File: src/rtl/input_conditioner_bank.sv
// Input conditioner bank: per-channel synchronizer, stability counter and
// registered debounced level with one-cycle rise/fall pulses.
module input_conditioner_bank #(
   parameter int CHANNELS      = 19,
   parameter int STABLE_CYCLES = 100000,
   parameter int SYNC_STAGES   = 2
) (
   input  logic                clk,
   input  logic                rst_n,
   input  logic                en,
   input  logic [CHANNELS-1:0] raw_in,
   output logic [CHANNELS-1:0] level_out,
   output logic [CHANNELS-1:0] rise_pulse,
   output logic [CHANNELS-1:0] fall_pulse,
   output logic                any_change
);

   localparam int            CW   = $clog2(STABLE_CYCLES + 1);
   localparam logic [CW-1:0] LAST = CW'(STABLE_CYCLES - 1);

   // Stage 0 samples raw_in; the last stage is the synchronized view.
   logic [CHANNELS-1:0] sync_q [SYNC_STAGES];
   logic [CHANNELS-1:0] sync;

   logic [CW-1:0]       count_q [CHANNELS];
   logic [CW-1:0]       count_d [CHANNELS];
   logic [CHANNELS-1:0] level_d;
   logic [CHANNELS-1:0] rise_d;
   logic [CHANNELS-1:0] fall_d;

   assign sync = sync_q[SYNC_STAGES-1];

   // Synchronizer chains run regardless of en so no stale level is held.
   always_ff @(posedge clk) begin
      // NOTE: the flop arrays are reset on purpose; a partial count or a stale
      // synchronizer value must not survive reset and cause a spurious edge.
      if (!rst_n) begin
         for (int s = 0; s < SYNC_STAGES; s++) sync_q[s] <= '0;
      end else begin
         sync_q[0] <= raw_in;
         for (int s = 1; s < SYNC_STAGES; s++) sync_q[s] <= sync_q[s-1];
      end
   end

   // Per-channel next state: count while sync differs, commit on the last count.
   always_comb begin
      // NOTE: every output of this block is defaulted first so that no path
      // leaves a variable unassigned, which would infer a latch.
      level_d = level_out;
      rise_d  = '0;
      fall_d  = '0;
      for (int i = 0; i < CHANNELS; i++) count_d[i] = count_q[i];
      if (en) begin
         for (int i = 0; i < CHANNELS; i++) begin
            if (sync[i] == level_out[i]) begin
               count_d[i] = '0;
            end else if (count_q[i] == LAST) begin
               level_d[i] = sync[i];
               count_d[i] = '0;
               rise_d[i]  = sync[i];
               fall_d[i]  = ~sync[i];
            end else begin
               count_d[i] = count_q[i] + CW'(1);
            end
         end
      end
   end

   // Registered counters, levels and pulses; pulses clear on the next edge.
   always_ff @(posedge clk) begin
      // NOTE: sequential state uses non-blocking assignments so every flop
      // samples pre-edge values regardless of statement order.
      if (!rst_n) begin
         for (int i = 0; i < CHANNELS; i++) count_q[i] <= '0;
         level_out  <= '0;
         rise_pulse <= '0;
         fall_pulse <= '0;
         any_change <= 1'b0;
      end else begin
         for (int i = 0; i < CHANNELS; i++) count_q[i] <= count_d[i];
         level_out  <= level_d;
         rise_pulse <= rise_d;
         fall_pulse <= fall_d;
         any_change <= |{rise_d, fall_d};
      end
   end

endmodule

File: config.mk
export PLATFORM = sky130hd
export DESIGN_NAME = input_conditioner_bank
export DESIGN_NICKNAME = d
export VERILOG_FILES = /design/src/rtl/input_conditioner_bank.sv
export SDC_FILE = /design/constraint.sdc
export NUM_CORES = 1
export LEC_CHECK = 0
export BUFFER_PORTS_ARGS = -buffer_cell sky130_fd_sc_hd__buf_2
export CORE_MARGIN = 5
export CORE_UTILIZATION = 62
export CTS_CLUSTER_DIAMETER = 40
export DETAILED_ROUTE_END_ITERATION = 16
export GPL_TIMING_DRIVEN = 0
export PLACE_DENSITY = 0.81
export SYNTH_ARGS = -nofsm -noshare
export SYNTH_HDL_FRONTEND = slang
export SYNTH_SLANG_ARGS = --single-unit
File: constraint.sdc
create_clock -name clk -period 2.7 [get_ports clk]
set_input_delay 0.405 -clock clk [delete_from_list [all_inputs] [get_ports clk]]
set_output_delay 0.405 -clock clk [all_outputs]
set_load 0.01 [all_outputs]
==> impl_results.md <==
- DIE AREA: 36700 um^2
- Switch share: 0.253
- Setup CP Type: in2reg
- WHS Path Cells: 2
- # setup viols final: 0
- Post-synth EDFFs: 0
- Req. time, crit path: 3.16 ns
- Max cap viols: 0
- Relative slew slack: 0.191
- Pwr dens: 618 nW/um^2
- Final Non-Filler Cells: 3211
- Gate power share: 0.045
- Sequential area share after synthesis: 0.410
- Part of the cycle the worst path needs: 0.993
- # rows: 66
- H-Tree Depth: 2
- Worst path arrival time: between 3 and 4 ns
- Via/cell ratio: 6.61
- Startpoint type of the worst setup path: input port
- Run status: finished clean
- Post-DP HPWL: 43300 um
- Share of the synthesized area in the top cell type: 0.410
- Clock Sinks: 419
- # IOs: 80
- Worst vdd ir: 0.000587 V
- Clock slew at reported path FFs: 0.06 ns
- Clk network pwr share: 0.524
- Crit end category: flop
- Post-Route WL: 64900 um
- Core Util, Final: 0.721
- # nets final: 2761
- GPL Wtd Cong: 0.990
- Iter 0 DRT Violations: 2670
- Fmax: between 300 and 400 MHz
- Unrepaired setup endpoints after global routing: no
- CTS tree: done
- DR DRC count: 0
- CTS Buffer Depth: 3
- Most used DFF post-synth: dfxtp_1
- Die height: roughly 190 um
- CP Max Fanout: 19
- Clk_lat worst skew: 0.63 ns
- TritonCTS Buffers: 57
- Number of synthesized register bits: 419
- Initial Util: 0.629
- Fill cell count: 2556
- Hold Crit Class: in2reg
- Max Slew Vio Count: 0
- Worst Clk Skew: 0.0361 ns
- Synth cell types: 80
- I/O Buffers: 77
- Layout cells sized above 1: 0.0972
- DIE WIDTH: 192 um
- P_leak: roughly 8 nW
- Gr ovfl total: 0
- Core footprint: 32500 um^2
- Cells after Synth: between 2000 and 3000
- Top cells by area, synth: dfxtp_1 41%, nor2_1 5.7%, a21oi_1 5.5%
- Final min period: 2.68 ns
- Avg Inst Size Synth: 7.94 um^2
- Sequential Power Share: 0.430
- Reg2reg path depth: 6
- Yosys top cell by area: dfxtp_1
- Post-route ant nets: 0
- Yosys warns: 0
- First-pass GRT wire length: 102000 um
- Vias post-DR: 21200
- Synthesized cell area: 20500 um^2
- Fin. Hold Viols: 0
- Post-placement cell count: 3095
- Internal power: 10.8 mW
- Drt first pass iters: 5
- Synth async-reset ratio: 0
- Total GRT Usage: 0.345
- Sw power: 3.68 mW
- Synthesis-to-layout area growth: 14.7%
- Post-synth net total: 2617
- Least-Margin Pin Slew: roughly 1.2 ns
- WL/cell: ~20 um
- Antenna violations before repair: 6
- Post-CTS Setup Bufs: 0
- Largest net degree at the start of global routing: 20
- Clock root cell: clkbuf_16
- Number of global-route vias before repair: 19400
==> critical path, stage by stage <==
cell	delay, ns
buf_2	0.31
buf_2	0.58
clkbuf_1	0.50
clkdlybuf4s15_1	0.92
o21ai_0	0.20
nand2_1	0.14
a21oi_1	0.07
==> synthesized netlist by cell type, types with 13 or more instances <==
cell      number
or3_1         33
clkbuf_1     105
nand4_1       46
buf_2         19
inv_1         34
dfxtp_1      419
a41oi_1       13
nand3_1       99
o21ai_0      170
nand2_1      272
a21boi_0      23
and4_1        14
nand2b_1      17
nor2_1       310
a31oi_1       33
nor3_1       108
xor2_1        15
mux2i_1       16
nor2b_1       21
and2_1        53
nor4b_1       14
nor3b_1       44
and3_1        66
o21a_1        35
a21oi_1      223
a22oi_1       23
nor4_1        67
o211a_1       20
a311oi_1      40
nand3b_1      24
ha_1          19
==> layout by cell type, fill, tap and decap left out, types with 59 or more instances in the layout <==
master,count
a21oi_1,223
and3_1,66
buf_2,96
clkbuf_1,105
clkbuf_16,59
dfxtp_1,419
nand2_1,272
nand3_1,99
nor2_1,310
nor3_1,107
nor4_1,65
o21ai_0,170
==> kinds of logic after synthesis <==
logic type,count (synthesis),share of synthesized area
XOR/XNOR,18,0.00771
flip-flops,419,0.410
AO/OA/AOI/OAI,655,0.199
AND/OR/NAND/NOR,1271,0.326
adder cells (fa/ha/maj),19,0.0116
buffers and inverters,175,0.0362
multiplexers,19,0.00948
==> final timing paths <==
kind	from	to	slack [ns]
max	en	count_q[12][5]	0.02
min	raw_in[2]	sync_q[0][2]	0.01
max reg2reg	count_q[16][15]	any_change	0.21
min reg2reg	sync_q[0][0]	sync_q[0][19]	0.42
==> sequential cells by signal, summed over array words and instances, names as in the netlist <==
register,count
level_out,19
fall_pulse,19
any_change,1
rise_pulse,19
sync_q,38
count_q,323
==> power by group through the flow <==
| stage | registers, mW | clock network (mW) | logic (mW) |
|---|---|---|---|
| after floorplan | 6.37 | 0 | 0.331 |
| after global placement | 6.38 | 0 | 0.598 |
| after detailed placement | 6.38 | 0 | 0.609 |
| after CTS | 6.24 | 7.63 | 0.620 |
| after global routing | 6.24 | 7.94 | 0.676 |
| final | 6.24 | 7.61 | 0.655 |
==> per-stage QoR <==
stage | setup slack, ns | TNS, ns | total power [mW] | hold slack (ns) | area, um^2
final | 0.0187 | 0 | 14.5 | 0.0111 | 23500
after global placement | -0.859 | -51.75 | 6.97 | 0.414 | 21400
after global routing | 0.0199 | 0 | 14.9 | 0.0136 | 23500
after CTS | 0.0430 | 0 | 14.5 | 0.00383 | 23400
after floorplan | 0.563 | 0 | 6.70 | 0.412 | 20500
after detailed placement | -0.879 | -56.49 | 6.99 | 0.419 | 21400
==> what timing repair did <==
| action | 4_1_cts | 5_1_grt |
|---|---|---|
| pin swaps | 0 | 0 |
| gates cloned | 0 | 0 |
| gates resized for setup | 2 | 9 |
| setup endpoints to repair | 32 | 7 |
| hold buffers | 9 | 0 |
| hold endpoints to repair | 9 | 0 |
==> metal layers <==
| metal | global-route usage | wire length, um |
|---|---|---|
| met1 | 0.451 | 25800 |
| met3 | 0.0769 | 7340 |
| met5 | 0 | 13 |
| met2 | 0.538 | 28100 |
| met4 | 0.177 | 3620 |
==> layout make-up <==
type / count / area, um^2 / share of cell area
Multi-Input combinational cell: 1982 / 11400 / 0.484
Clock buffer: 70 / 1580 / 0.0672
Inverter: 34 / 128 / 0.00544
Timing Repair Buffer: 86 / 475 / 0.0203
Antenna cell: 2 / 5.00 / 0.000213
Buffer: 140 / 619 / 0.0264
Tap cell: 442 / 553 / 0.0236
Sequential cell: 419 / 8390 / 0.358
Clock inverter: 36 / 365 / 0.0156
(Power assumes the default switching activity.)
